**src/rtl/obstacle_scheduler_pkg.sv**
```systemverilog
// rtl/obstacle_scheduler_pkg.sv - shared constants, state encoding and LFSR step for the obstacle scheduler
package obstacle_scheduler_pkg;

  localparam int DEF_NUM_SLOTS    = 3;
  localparam int DEF_SPAWN_X      = 400;
  localparam int DEF_DESPAWN_X    = -32;
  localparam int DEF_MIN_GAP      = 40;
  localparam int DEF_GAP_MASK     = 63;
  localparam int DEF_SPEED_INIT   = 3;
  localparam int DEF_SPEED_MAX    = 8;
  localparam int DEF_LEVEL_FRAMES = 600;
  localparam logic [15:0] DEF_LFSR_SEED = 16'hACE1;

  // Galois feedback mask for taps 16,14,13,11
  localparam logic [15:0] LFSR_TAPS = 16'hB400;

  typedef enum logic [1:0] {
    ST_IDLE   = 2'd0,
    ST_RUN    = 2'd1,
    ST_FROZEN = 2'd2
  } sched_state_t;

  function automatic logic [15:0] lfsr_next(input logic [15:0] v);
    return {1'b0, v[15:1]} ^ (v[0] ? LFSR_TAPS : 16'h0000);
  endfunction

endpackage

```
**src/rtl/obstacle_scheduler_lfsr16.sv**
```systemverilog
// rtl/obstacle_scheduler_lfsr16.sv - 16-bit Galois LFSR with enable, shared with cactus variant selection
module lfsr16
  import obstacle_scheduler_pkg::*;
#(
  parameter logic [15:0] SEED = DEF_LFSR_SEED
) (
  input  logic        game_clk,
  input  logic        rst,
  input  logic        en,
  output logic [15:0] value
);

  // One shift per enabled frame; seed must be nonzero or the register locks up
  always_ff @(posedge game_clk or posedge rst) begin
    if (rst) begin
      value <= SEED;
    end else if (en) begin
      value <= lfsr_next(value);
    end
  end

endmodule

```
**src/rtl/obstacle_scheduler.sv**
```systemverilog
// rtl/obstacle_scheduler.sv - obstacle field controller: spawn, scroll, retire, speed ramp and score
module obstacle_scheduler
  import obstacle_scheduler_pkg::*;
#(
  parameter int          NUM_SLOTS    = DEF_NUM_SLOTS,
  parameter int          SPAWN_X      = DEF_SPAWN_X,
  parameter int          DESPAWN_X    = DEF_DESPAWN_X,
  parameter int          MIN_GAP      = DEF_MIN_GAP,
  parameter int          GAP_MASK     = DEF_GAP_MASK,
  parameter int          SPEED_INIT   = DEF_SPEED_INIT,
  parameter int          SPEED_MAX    = DEF_SPEED_MAX,
  parameter int          LEVEL_FRAMES = DEF_LEVEL_FRAMES,
  parameter logic [15:0] LFSR_SEED    = DEF_LFSR_SEED
) (
  input  logic                      game_clk,
  input  logic                      rst,
  input  logic                      run,
  input  logic                      restart,
  input  logic                      collided,
  output logic [12*NUM_SLOTS-1:0]   obs_x,
  output logic [NUM_SLOTS-1:0]      obs_valid,
  output logic [3:0]                speed,
  output logic [3:0]                level,
  output logic [15:0]               score,
  output logic                      spawn_pulse
);

  localparam logic [11:0]        SPAWN_X12   = 12'(SPAWN_X);
  localparam logic signed [11:0] DESPAWN_X12 = 12'(DESPAWN_X);
  localparam logic [15:0]        MIN_GAP16   = 16'(MIN_GAP);
  localparam logic [15:0]        GAP_MASK16  = 16'(GAP_MASK);
  localparam logic [3:0]         SPEED_INIT4 = 4'(SPEED_INIT);
  localparam logic [3:0]         SPEED_MAX4  = 4'(SPEED_MAX);
  localparam logic [15:0]        LEVEL_LAST  = 16'(LEVEL_FRAMES - 1);

  sched_state_t                 state;
  logic [15:0]                  gap_timer;
  logic [15:0]                  frame_cnt;
  logic [15:0]                  lfsr_value;
  logic                         advance;
  logic [11:0]                  nx;
  logic [12*NUM_SLOTS-1:0]      moved_x;
  logic [NUM_SLOTS-1:0]         moved_valid;
  logic [12*NUM_SLOTS-1:0]      spawned_x;
  logic [NUM_SLOTS-1:0]         spawned_valid;
  logic [NUM_SLOTS-1:0]         free_onehot;
  logic [2:0]                   retire_cnt;
  logic [16:0]                  score_sum;
  logic                         spawn_now;

  assign advance   = (state == ST_RUN) && run && !collided && !restart;
  assign score_sum = {1'b0, score} + 17'(retire_cnt);
  assign spawn_now = (gap_timer == 16'd0) && (|free_onehot);

  lfsr16 #(.SEED(LFSR_SEED)) u_lfsr (
    .game_clk (game_clk),
    .rst      (rst),
    .en       (advance),
    .value    (lfsr_value)
  );

  // Scroll every occupied slot, retire those past the left edge, pick the lowest slot free before this frame
  always_comb begin
    moved_x     = obs_x;
    moved_valid = obs_valid;
    retire_cnt  = 3'd0;
    nx          = 12'd0;
    free_onehot = '0;
    for (int i = 0; i < NUM_SLOTS; i++) begin
      if (obs_valid[i]) begin
        nx = obs_x[12*i +: 12] - {8'd0, speed};
        moved_x[12*i +: 12] = nx;
        if ($signed(nx) <= DESPAWN_X12) begin
          moved_valid[i] = 1'b0;
          retire_cnt     = retire_cnt + 3'd1;
        end
      end
    end
    for (int i = NUM_SLOTS - 1; i >= 0; i--) begin
      if (!obs_valid[i]) begin
        free_onehot    = '0;
        free_onehot[i] = 1'b1;
      end
    end
  end

  // Drop a fresh obstacle into the chosen slot; it is not scrolled on its spawn frame
  always_comb begin
    spawned_x     = moved_x;
    spawned_valid = moved_valid;
    for (int i = 0; i < NUM_SLOTS; i++) begin
      if (free_onehot[i]) begin
        spawned_x[12*i +: 12] = SPAWN_X12;
        spawned_valid[i]      = 1'b1;
      end
    end
  end

  // Game-state machine and all per-frame field updates
  always_ff @(posedge game_clk or posedge rst) begin
    if (rst) begin
      state       <= ST_IDLE;
      obs_x       <= '0;
      obs_valid   <= '0;
      speed       <= SPEED_INIT4;
      level       <= 4'd0;
      score       <= 16'd0;
      spawn_pulse <= 1'b0;
      gap_timer   <= MIN_GAP16;
      frame_cnt   <= 16'd0;
    end else if (restart) begin
      // score stays visible until the next game starts
      state       <= ST_IDLE;
      obs_x       <= '0;
      obs_valid   <= '0;
      spawn_pulse <= 1'b0;
    end else begin
      case (state)
        ST_IDLE: begin
          spawn_pulse <= 1'b0;
          if (run) begin
            state     <= ST_RUN;
            obs_x     <= '0;
            obs_valid <= '0;
            gap_timer <= MIN_GAP16;
            frame_cnt <= 16'd0;
            speed     <= SPEED_INIT4;
            level     <= 4'd0;
            score     <= 16'd0;
          end
        end
        ST_RUN: begin
          spawn_pulse <= 1'b0;
          if (collided) begin
            state <= ST_FROZEN;
          end else if (run) begin
            score <= score_sum[16] ? 16'hFFFF : score_sum[15:0];
            if (gap_timer != 16'd0) begin
              gap_timer <= gap_timer - 16'd1;
              obs_x     <= moved_x;
              obs_valid <= moved_valid;
            end else if (spawn_now) begin
              gap_timer   <= MIN_GAP16 + (lfsr_value & GAP_MASK16);
              spawn_pulse <= 1'b1;
              obs_x       <= spawned_x;
              obs_valid   <= spawned_valid;
            end else begin
              obs_x     <= moved_x;
              obs_valid <= moved_valid;
            end
            if (frame_cnt == LEVEL_LAST) begin
              frame_cnt <= 16'd0;
              if (speed < SPEED_MAX4) begin
                speed <= speed + 4'd1;
                level <= level + 4'd1;
              end
            end else begin
              frame_cnt <= frame_cnt + 16'd1;
            end
          end
        end
        ST_FROZEN: begin
          spawn_pulse <= 1'b0;
        end
        default: begin
          state <= ST_IDLE;
        end
      endcase
    end
  end

endmodule

```
**config.mk**
```make
export PLATFORM = sky130hd
export DESIGN_NAME = obstacle_scheduler
export DESIGN_NICKNAME = d
export VERILOG_FILES = /design/src/rtl/obstacle_scheduler_pkg.sv /design/src/rtl/obstacle_scheduler_lfsr16.sv /design/src/rtl/obstacle_scheduler.sv
export SDC_FILE = /design/constraint.sdc
export NUM_CORES = 1
export LEC_CHECK = 0
export CAP_MARGIN = 15
export CORE_ASPECT_RATIO = 0.7
export CORE_MARGIN = 4
export CORE_UTILIZATION = 59
export CTS_BUF_LIST = sky130_fd_sc_hd__clkbuf_2 sky130_fd_sc_hd__clkbuf_4 sky130_fd_sc_hd__clkbuf_8
export DETAILED_ROUTE_END_ITERATION = 8
export GPL_TIMING_DRIVEN = 0
export MAX_ROUTING_LAYER = met4
export PLACE_DENSITY = 0.83
export RECOVER_POWER = 50
export SLEW_MARGIN = 5
export SYNTH_ARGS = -nofsm -noshare
export SYNTH_HDL_FRONTEND = slang
export SYNTH_SLANG_ARGS = --single-unit
```
**constraint.sdc**
```tcl
create_clock -name game_clk -period 5.8 [get_ports game_clk]
set_clock_uncertainty 0.15 [all_clocks]
set_input_delay 1.16 -clock game_clk [delete_from_list [all_inputs] [get_ports game_clk]]
set_output_delay 1.16 -clock game_clk [all_outputs]
set_load 0.05 [all_outputs]
```
* After elaboration in Yosys (flattened, before gate mapping)
Cells that the tools add are included.
Word-level totals: register bits after elaboration 114, latch bits 0, RAM bits 0, memory bits (read-only) 0, input port bits 5, output and inout port bits 64, word-level logic and storage cells 136, memories kept 0
Operators by class: $add $sub $neg 11, multipliers 0, divide/modulo/power cells 0, $lt $le $gt $ge 4, eq/ne operators 14, shifts and indexed selects 0, multiplexer cells 76, bitwise gates (word level) 2, reductions and logical operators 19
Operator list (count):
- 2-to-1 mux 36 bit | 6
- 2-to-1 mux 16 bit | 13
- one-hot mux 16 bit (2 select lines) | 3
- 2-to-1 mux 12 bit | 6
- one-hot mux 36 bit (2 select lines) | 1
- 2-to-1 mux 4 bit | 10
- 2-to-1 mux 3 bit | 13
- <= comparator 12 x 6 -> 1 bit, second input constant | 3
- subtractor 12 x 4 -> 12 bit | 3
- adder 16 x 3 -> 17 bit | 1
- adder 16 x 1 -> 16 bit, second input constant | 1
- == test 16 x 10 -> 1 bit, second input constant | 1
- logical NOT 16 bit | 1
- 2-to-1 mux 1 bit | 16
- one-hot mux 4 bit (2 select lines) | 2
- nonzero test 16 bit | 1
- subtractor 16 x 1 -> 16 bit, second input constant | 1
- bitwise XOR 15 x 16 -> 16 bit | 1
- != test 3 bit, second input constant | 4
- adder 4 x 1 -> 4 bit, second input constant | 2
- != test 2 bit, second input constant | 4
- adder 6 x 6 -> 7 bit, first input constant | 1
- AND reduction 7 bit | 1
- adder 3 x 1 -> 3 bit, second input constant | 2
- other kinds (21) | 29

* Depth between registers and ports, before layout
Gate-level depths: netlist of the first run.
depth after elaboration 15, mapped depth 24, mapped depth without buffers 24

* Hierarchy
Synthesis of the first run repeated with hierarchy kept, for this count alone.
Second synthesis, totals: cell total of the unflattened synthesis 763, area, all modules 6860.3 um^2
Modules (own cells, without submodules):
- obstacle_scheduler | times used 1, cells an instance 722, area each 6200.9 um^2, sequential area each 2457.4 um^2
- lfsr16 | times used 1, cells an instance 41, area each 659.4 um^2, sequential area each 410.4 um^2

* Worst setup path before layout of the first run
No wires, ideal clock.
kind register to register, start reg speed[0], end reg score[13], data arrival time 5.048 ns, path slack 0.481 ns, stages on the path, launching flop included 22, buffers on the path 0, path through dfstp_2 -> ha_1 -> inv_1 -> fa_1 -> a21o_1 -> a2111oi_0 -> nor2_1 -> a31oi_1 -> o41ai_1 -> a31oi_1 -> ha_1 -> nand2_1 -> o21ai_0 -> ha_1 -> mux2_2 -> ha_1 -> a21o_1 -> a21oi_1 -> or3_1 -> nor2_1 -> o21ai_0 -> a22o_1
On the way: longest elaborated chain between the ends 15, elaborated cells between the ends (all ways) 19, those cells by class add/sub: 6; order compare: 3; mux: 10
RTL lines:
- start, declared | line obstacle_scheduler.sv:22 | output logic [3:0] speed,
- start signal, assigned | line obstacle_scheduler.sv:154 | speed <= speed + 4'd1;
- subtractor 12 x 4 -> 12 bit | line obstacle_scheduler.sv:71 | nx = obs_x[12*i +: 12] - {8'd0, speed};
- <= comparator 12 x 6 -> 1 bit | line obstacle_scheduler.sv:73 | if ($signed(nx) <= DESPAWN_X12) begin
- 2-to-1 mux 1 bit | line obstacle_scheduler.sv:73
- 2-to-1 mux 1 bit | line obstacle_scheduler.sv:70 | if (obs_valid[i]) begin
- adder 3 x 1 -> 3 bit | line obstacle_scheduler.sv:75 | retire_cnt = retire_cnt + 3'd1;
- 2-to-1 mux 3 bit | line obstacle_scheduler.sv:73
- 2-to-1 mux 3 bit | line obstacle_scheduler.sv:70
- adder 3 x 1 -> 3 bit | line obstacle_scheduler.sv:75
- 2-to-1 mux 3 bit | line obstacle_scheduler.sv:73
- 2-to-1 mux 3 bit * | line obstacle_scheduler.sv:70
- adder 16 x 3 -> 17 bit * | line obstacle_scheduler.sv:52 | assign score_sum = {1'b0, score} + 17'(retire_cnt);
- 2-to-1 mux 16 bit * | line obstacle_scheduler.sv:137 | score <= score_sum[16] ? 16'hFFFF : score_sum[15:0];
- 2-to-1 mux 16 bit * | line obstacle_scheduler.sv:136 | end else if (run) begin
- 2-to-1 mux 16 bit * | line obstacle_scheduler.sv:134 | if (collided) begin
- one-hot mux 16 bit (2 select lines) * | line obstacle_scheduler.sv:118 | case (state)
- end signal, assigned | line obstacle_scheduler.sv:137
- end, declared | line obstacle_scheduler.sv:24 | output logic [15:0] score,
Every way passes the cells marked *; elsewhere a longest branch is shown, timed or not. The select of a mux whose other input is x is not followed. A chain may end at the register's enable or synchronous reset.

* Final worst setup path of the first run
Same ends and word-level chain as after synthesis.

==> impl_metrics.yaml, run 1 <==
status:
  status: "finished, violations left"
  violations: "max-capacitance violations, max-slew violations"
die:
  row_count: 32
  chipWidth_um: 136
  core-area_mm2: 0.0111
  initial_core_util_pct: 61.1
  ios: 69
  die_area_mm2: 0.0133
  die_y_um: 97.8
yosys:
  syn-mean-instance-area_um2: 8.69
  yosysWarnings: 0
  synth-main-ff-cell: "dfrtp_1"
  synthesis.instances: 783
  yosys.cell_types.count: 68
  netlist_area_mm2: 0.00680
  synth_area_leaders: "dfrtp_1 38%, nand2_1 6.5%, o21ai_0 5.7%"
  syn_nets: 814
  yosys.area.top_type_share_pct: 37.5
  ys_seq_elements: 114
  ys_async_sr_fraction_pct: 100
  ys_seq_area_share_pct: 42.2
  synth_top_cell_by_area: "dfrtp_1"
  synth-edff-count: 0
critical_path:
  worstPathCellList: "buf_12 > ha_1 > inv_1 > fa_1 > a21o_1 > a2111o_1 > nor3_1 > o32ai_1 > o31ai_2 > inv_1 > ha_1 > nand2_1 > o21ai_2 > ha_1 > mux2_2 > ha_1 > a21o_1 > a21oi_1 > or3_1 > nor2_2 > o21ai_0 > a22o_1"
  path_max_fanout: 6
  critical-path-max-stage-delay_ps: 600
  cp-startpoint: "speed[0]$_DFFE_PP1P_"
  r2r_end: "score[13]$_DFFE_PP0P_"
  crit_path_end_kind: "register"
  endpoint: "score[13]$_DFFE_PP0P_"
  timing.rr.start: "speed[0]$_DFFE_PP1P_"
  r2r_cells: 22
  slowest_stage: "dfstp_2"
  crit_top_cell: "ha_1"
  cp-start-kind: "register"
  r2r_setup_slack_ps: 240
  worstPathArrival_ps: 5730
  critPathKind: "register to register"
  cp.required_ps: 5970
finish:
  drive_gt1_share_pct: 9.21
  area_growth_pct: 20.6
  n_antenna_cell: 0
  layout_commonest_cell: "nand2_1"
  finish.utilization_pct: 73.7
  nNetsFinal: 908
  layout_common_cells: "117 x nand2_1, 102 x dfrtp_1, 76 x o21ai_0"
clocking:
  clkSinkCount: 114
  insertion_delay_ps: 450
  cts_inserted_buffers: 17
  root_buffer: "clkbuf_8"
  clk_pin_slew_worst_paths_ps: 70
  cts_max_path_buffers: 2
  h-tree-depth: 4
  cts_tree: "done"
route:
  wl_met2_um: 8760
  wl_met1_um: 8530
  drcViolationCount: 0
  route.met3.wl_um: 1620
  vias_per_cell: 6.31
  wl_per_cell_um: 18.4
  top_layer: "met4"
  dr.pass1.iters: 5
  ant_nets: 0
  vias: 6582
  drt_iter0_markers: 659
  routed_wl_um: 19200
min_path:
  hp-class: "register to register"
sta:
  finalMaxSlewViolations: 117
  worst_slack_ps: 243
  hold_viol_final: 0
  rsz0062_at_grt: "no"
  period_minus_slack_ps: 5560
  tightest_slew_ps: 1950
  finalCritPeriodShare_pct: 95.8
  setup_violations: 0
  clock.fmax_mhz: 180
  slew_headroom_pct: -30.0
placement:
  hpwl_um: 13300
  port_buffers: 67
  preCtsSetupSlack_ps: -273
  place_congestion: 0.912
grt:
  grt_pass1_wl_um: 31500
  grt_pass1_vias: 6425
  antenna_found_initial: 0
  grt_usage_pct: 30.3
  grt_max_degree: 77
  grt_overflow: 0
power_and_ir_drop:
  leakage_nw: 3.62
  total_power_w: 0.00198
  powerDensity_mw_per_mm2: 242
  vdd_drop_max_mv: 0.180
job:
  drv_cap: 2
## critical path: cells and delay by family, from the launching register on
kind | cells | cell delay [ps]
DFF | 1 | 600
buffers and inverters | 3 | 270
and+or+nand+nor | 4 | 830
adders and majority gates | 5 | 1420
muxes | 1 | 280
AOI/OAI and AO/OA | 9 | 1890
## how the worst min path moves through the flow
stage / from / slack, ps / endpoint / depth (start not counted)
after detailed placement: u_lfsr.value[6]$_DFFE_PP1P_ / 300 / u_lfsr.value[5]$_DFFE_PP1P_ / 2
after CTS: u_lfsr.value[6]$_DFFE_PP1P_ / 310 / u_lfsr.value[5]$_DFFE_PP1P_ / 2
final: u_lfsr.value[6]$_DFFE_PP1P_ / 300 / u_lfsr.value[5]$_DFFE_PP1P_ / 2
after global placement: u_lfsr.value[6]$_DFFE_PP1P_ / 290 / u_lfsr.value[5]$_DFFE_PP1P_ / 2
after global routing: u_lfsr.value[6]$_DFFE_PP1P_ / 330 / u_lfsr.value[6]$_DFFE_PP1P_ / 2
after floorplan: u_lfsr.value[7]$_DFFE_PP1P_ / 280 / u_lfsr.value[6]$_DFFE_PP1P_ / 2
## kinds of logic after synthesis
family / count (synthesis) / synth area share, %
simple gates: 335 / 24.2
compound gates: 196 / 18.2
flops: 114 / 42.2
buf+inv: 62 / 3.55
xor+xnor: 38 / 4.89
fa+ha+maj: 26 / 5.22
mux: 12 / 1.84
## layout make-up
class,count,area (um2)
Clock inverter,9,105
Buffer,35,140
Timing Repair Buffer,75,737
Clock buffer,23,304
Sequential cell,114,2870
Inverter,27,106
Tap cell,153,191
Fill cell,824,2930
Multi-Input combinational cell,607,3750
## through the flow
step	cell area (um2)	TNS, ps	cells	hold slack, ps
after CTS	8120	0	1037	306
after global placement	7660	-18590	1003	292
final	8200	0	1043	305
after global routing	8200	0	1043	329
after detailed placement	7700	-2790	1005	296
after floorplan	6800	0	783	285
## flip-flops by register name, summed over array words and instances, names as in the netlist
name and flops:
frame_cnt 16, gap_timer 16, level 4, obs_valid 3, obs_x 36, score 16
spawn_pulse 1, speed 4, state 2, u_lfsr.value 16
## cell usage after synthesis, types with 19 or more instances
master,instances
o21ai_0,77
dfrtp_1,102
nor2_1,68
nor3_1,29
xnor2_1,19
inv_1,27
clkbuf_1,32
a21oi_1,32
ha_1,22
nand3_1,32
xor2_1,19
nand2_1,118
## power by group
part	switching [W]	total, W	internal [W]
clock network	0.000335	0.000769	0.000434
logic	0.000219	0.000340	0.000121
registers	0.0000391	0.000872	0.000833
## routing by layer
metal,vias up,track usage (%)
met5,-,-
met4,0,9.30
li1,3008,-
met3,34,7.72
met1,3206,42.7
met2,334,43.2
## timing repair
item	4_1_cts	5_1_grt
pin swaps	0	3
gates resized for setup	2	15
hold buffers	0	0
setup endpoints to repair	16	16
buffers inserted	0	6
Power figures use the tool's default switching activity.
==> run 2, diff against run 1 <==
--- a/config.mk
+++ b/config.mk
@@ -15,6 +15,7 @@
 export MAX_ROUTING_LAYER = met4
 export PLACE_DENSITY = 0.83
 export RECOVER_POWER = 50
+export REMOVE_ABC_BUFFERS = 1
 export SLEW_MARGIN = 5
 export SYNTH_ARGS = -nofsm -noshare
 export SYNTH_HDL_FRONTEND = slang
==> impl_metrics.yaml, run 2 (synthesis results as in run 1) <==
grt:
  grt_pass1_vias: 6064
  antenna_found_initial: 0
  grt_overflow: 0
  grt_usage_pct: 28.1
  grt_max_degree: 67
  grt_pass1_wl_um: 29500
placement:
  hpwl_um: 12200
  dpl_cell_area_mm2: 0.00761
  preCtsSetupSlack_ps: -485
  place_congestion: 0.927
  port_buffers: 68
clocking:
  cts_tree: "done"
  h-tree-depth: 4
  cts_hold_buf: 0
  clkSinkCount: 114
  root_buffer: "clkbuf_8"
  cts_inserted_buffers: 17
  clk_pin_slew_worst_paths_ps: 70
  insertion_delay_ps: 450
  cts_max_path_buffers: 2
finish:
  regMostFlops: "obs_x"
  area_growth_pct: 20.4
  finish.utilization_pct: 73.6
  layout_common_cells: "117 x nand2_1, 102 x dfrtp_1, 77 x o21ai_0"
  drive_gt1_share_pct: 9.91
  multi_input_area_mm2: 0.00377
  regArea_mm2: 0.00287
  nNetsFinal: 876
  design_area_mm2: 0.00819
  n_fill_cell: 812
  layout_commonest_cell: "nand2_1"
  largest_register_ffs: 36
critical_path:
  critPathKind: "register to register"
  crit_buf_inv: 1
  worstPathCellList: "ha_1 > inv_1 > fa_1 > a21o_1 > a2111oi_4 > nor2_1 > a31oi_1 > o41ai_2 > a31oi_2 > ha_1 > nand2_1 > o21ai_0 > ha_1 > mux2_2 > ha_1 > a21o_1 > a21oi_1 > or3_1 > nor2_2 > o21ai_0 > a22o_1"
  critical-path-max-stage-delay_ps: 630
  slowest_stage: "dfstp_2"
  cp-start-kind: "register"
  cp.required_ps: 5980
  crit_path_end_kind: "register"
  crit_top_cell: "ha_1"
  cpLargestDelayFamily: "compound AO/OA/AOI/OAI gates"
  path_max_fanout: 6
  worstPathArrival_ps: 5760
sta:
  hold_viol_final: 0
  setup_violations: 0
  tightest_slew_ps: 2200
  clock.fmax_mhz: 179
  worst_slack_ps: 221
  finalCritPeriodShare_pct: 96.2
  slew_headroom_pct: -47.5
  hold_ws_ps: 312
  period_minus_slack_ps: 5580
  finalMaxSlewViolations: 117
status:
  status: "finished, violations left"
  violations: "max-capacitance violations, max-slew violations"
route:
  dr.pass1.iters: 5
  vias: 6413
  drt_iter0_markers: 528
  routed_wl_um: 18000
  drcViolationCount: 0
  wl_per_cell_um: 17.8
  vias_per_cell: 6.34
  ant_nets: 0
die:
  core-area_mm2: 0.0111
  die_area_mm2: 0.0133
  row_count: 32
  initial_core_util_pct: 61.1
  ios: 69
  die_y_um: 97.8
  chipWidth_um: 136
job:
  drv_cap: 2
power_and_ir_drop:
  vdd_drop_max_mv: 0.181
  total_power_w: 0.00210
  powerDensity_mw_per_mm2: 256
  leakage_nw: 3.68
min_path:
  hp-class: "register to register"
-- run 2: worst paths after layout --
check	depth (start not counted)	endpoint	start	slack [ps]
max	21	score[13]$_DFFE_PP0P_	speed[0]$_DFFE_PP1P_	220
max reg2reg	21	score[13]$_DFFE_PP0P_	speed[0]$_DFFE_PP1P_	220
max in group asynchronous	3	u_lfsr.value[3]$_DFFE_PP0P_	rst	1510
min reg2reg	2	u_lfsr.value[15]$_DFFE_PP1P_	u_lfsr.value[15]$_DFFE_PP1P_	310
min	2	u_lfsr.value[15]$_DFFE_PP1P_	u_lfsr.value[15]$_DFFE_PP1P_	310
min in group asynchronous	2	obs_x[10]$_DFFE_PP0P_	rst	1600
-- run 2: tightest hold or removal path: stages (launching register included) --
cell,delay [ps]
dfstp_2,370
nand2_1,50
nand2_1,50
-- run 2: layout make-up --
cell class                 count  share of cell area, %
tap                          153                   2.34
sequential                   114                   35.0
timing repair buffer          78                   9.42
clock inverter                 9                   2.15
clock buffer                  23                   3.71
inverter                      27                   1.30
antenna                        1                 0.0305
multi-input combinational    607                   46.0
-- run 2: power breakdown --
group          switching (W)  internal (W)  total [W]
logic               0.000207      0.000111   0.000318
registers          0.0000412      0.000833   0.000874
clock network       0.000340      0.000567   0.000907
-- run 2: what timing repair did --
| item | 4_1_cts | 5_1_grt |
|---|---|---|
| resized for setup | 3 | 11 |
| endpoints found under the hold margin | 0 | 0 |
| endpoints found under the setup margin | 16 | 16 |
| buffers inserted | 0 | 5 |
| pin swaps | 0 | 4 |
-- run 2: routing by layer --
metal  part of all wire [%]  GRT usage [%]  vias up  wire length [um]
met4                    1.5           9.14        0               271
met1                     45           39.3     3118              8120
met3                    7.1           5.20       35              1280
met2                     46           41.7      312              8360
li1                       -              -     2948                 -
met5                      0              -        -                 0
-- run 2: through the flow --
| stage | std cells | setup TNS [ps] |
|---|---|---|
| 6_report | 1012 | 0 |
| 3_5_place_dp | 973 | -5830 |
| 2_1_floorplan | 748 | 0 |
| 4_1_cts | 1005 | 0 |
| 3_3_place_gp | 969 | -40890 |
| 5_1_grt | 1011 | -124 |
==> run 3, diff against run 2 <==
--- a/config.mk
+++ b/config.mk
@@ -7,11 +7,12 @@
 export LEC_CHECK = 0
 export CAP_MARGIN = 15
 export CORE_ASPECT_RATIO = 0.7
-export CORE_MARGIN = 4
+export CORE_MARGIN = 3
 export CORE_UTILIZATION = 59
 export CTS_BUF_LIST = sky130_fd_sc_hd__clkbuf_2 sky130_fd_sc_hd__clkbuf_4 sky130_fd_sc_hd__clkbuf_8
 export DETAILED_ROUTE_END_ITERATION = 8
 export GPL_TIMING_DRIVEN = 0
+export HOLD_SLACK_MARGIN = 0.15
 export MAX_ROUTING_LAYER = met4
 export PLACE_DENSITY = 0.83
 export RECOVER_POWER = 50
==> impl_metrics.yaml, run 3 (synthesis results as in run 1) <==
status:
  status: "finished, violations left"
  violations: "max-capacitance violations, max-slew violations"
critical_path:
  critical-path-max-stage-delay_ps: 640
  cpLargestDelayFamily: "compound AO/OA/AOI/OAI gates"
  slowest_stage: "dfstp_2"
  timing.rr.start: "speed[0]$_DFFE_PP1P_"
  crit_top_cell: "ha_1"
  cp-startpoint: "speed[0]$_DFFE_PP1P_"
  crit_buf_inv: 2
  cp.depth: 22
  endpoint: "score[13]$_DFFE_PP0P_"
  critPathKind: "register to register"
  r2r_end: "score[13]$_DFFE_PP0P_"
  r2r_cells: 22
  r2r_setup_slack_ps: 160
  worstPathCellList: "ha_1 > inv_1 > fa_1 > a21o_1 > a2111oi_4 > nor2_1 > a31oi_1 > o41ai_2 > a31oi_1 > buf_4 > ha_1 > nand2_1 > o21ai_0 > ha_1 > mux2_2 > ha_1 > a21o_1 > a21oi_1 > or3_4 > nor2_2 > o21ai_0 > a22o_1"
  path_max_fanout: 6
  worstPathArrival_ps: 5810
  cp-start-kind: "register"
  crit_path_end_kind: "register"
  cp.required_ps: 5970
placement:
  placed_cells: 973
  hpwl_um: 12300
  port_buffers: 68
  place_congestion: 0.940
  dpl_cell_area_mm2: 0.00761
finish:
  n_antenna_cell: 0
  design_area_mm2: 0.00809
  layout_common_cells: "117 x nand2_1, 102 x dfrtp_1, 77 x o21ai_0"
  regMostFlops: "obs_x"
  largest_register_ffs: 36
  layout_commonest_cell: "nand2_1"
  layout.cells.non_filler: 1012
  area_growth_pct: 19.0
  finish.utilization_pct: 72.7
  nNetsFinal: 877
  drive_gt1_share_pct: 9.78
die:
  chipWidth_um: 134
  initial_core_util_pct: 61.1
  ios: 69
  die_area_mm2: 0.0129
  row_count: 32
  die_y_um: 95.8
  core-area_mm2: 0.0111
route:
  vias_per_cell: 6.31
  drcViolationCount: 0
  ant_nets: 0
  wl_per_cell_um: 17.8
  routed_wl_um: 18000
  dr.pass1.iters: 6
  drt_iter0_markers: 568
  vias: 6381
sta:
  setup_tns_ps: 0
  finalCritPeriodShare_pct: 97.3
  hold_ws_ps: 310
  tightest_slew_ps: 2110
  hold_viol_final: 0
  setup_violations: 0
  clock.fmax_mhz: 177
  slew_headroom_pct: -40.9
  period_minus_slack_ps: 5640
  finalMaxSlewViolations: 88
grt:
  grt_pass1_vias: 5926
  grt_pass1_wl_um: 29200
  grt_usage_pct: 29.1
  antenna_found_initial: 0
  grt_max_degree: 88
  grt_overflow: 0
clocking:
  cts_tree: "done"
  h-tree-depth: 4
  clkSinkCount: 114
  cts_inserted_buffers: 17
  clk_pin_slew_worst_paths_ps: 70
  cts_max_path_buffers: 2
  root_buffer: "clkbuf_8"
  insertion_delay_ps: 440
job:
  drv_cap: 1
min_path:
  hp-class: "register to register"
  hold_depth: 2
power_and_ir_drop:
  leakage_nw: 3.66
  powerDensity_mw_per_mm2: 239
  vdd_drop_max_mv: 0.166
==> run 3: cell type report <==
type                       instances  area [um2]
fill                             852        3040
clock inverter                    10         110
clock buffer                      22         278
timing repair buffer              79         777
sequential                       114        2870
tap                              153         191
multi-input combinational        607        3770
inverter                          27         103
==> run 3: tightest hold or removal path, delay by kind of cell (launching register included) <==
kind             cells  cell delay, ps
flip-flops           1             370
AND/OR/NAND/NOR      2              90
==> run 3: per-stage QoR <==
stage / total power [W] / worst slack (ps)
6_report: 0.00193 / 157
3_5_place_dp: 0.00119 / -516
4_1_cts: 0.00193 / 66.7
3_3_place_gp: 0.00116 / -1080
5_1_grt: 0.00201 / -26.9
2_1_floorplan: 0.00109 / 407
==> run 3: report_power, final <==
group | internal (W) | total [W] | switching (W)
registers | 0.000833 | 0.000874 | 0.0000407
logic | 0.000109 | 0.000315 | 0.000206
clock network | 0.000408 | 0.000742 | 0.000334
==> run 3: metal layers <==
layer | track usage, % | part of all wire (%)
met5 | - | 0
met4 | 9.49 | 1.6
met3 | 5.28 | 7.1
met2 | 44.8 | 46
met1 | 39.7 | 46
==> run 3: repair_timing <==
action / CTS / global route
pin swaps: 0 / 4
setup endpoints to repair: 16 / 16
hold buffers: 0 / 0
gates resized for setup: 4 / 9
setup buffers: 0 / 5
==> run 3: worst min path at each step <==
stage / startpoint / to
after floorplan: u_lfsr.value[7]$_DFFE_PP1P_ / u_lfsr.value[6]$_DFFE_PP1P_
after global placement: u_lfsr.value[7]$_DFFE_PP1P_ / u_lfsr.value[6]$_DFFE_PP1P_
after detailed placement: u_lfsr.value[7]$_DFFE_PP1P_ / u_lfsr.value[6]$_DFFE_PP1P_
after CTS: u_lfsr.value[7]$_DFFE_PP1P_ / u_lfsr.value[6]$_DFFE_PP1P_
after global routing: u_lfsr.value[7]$_DFFE_PP1P_ / u_lfsr.value[7]$_DFFE_PP1P_
final: u_lfsr.value[7]$_DFFE_PP1P_ / u_lfsr.value[7]$_DFFE_PP1P_
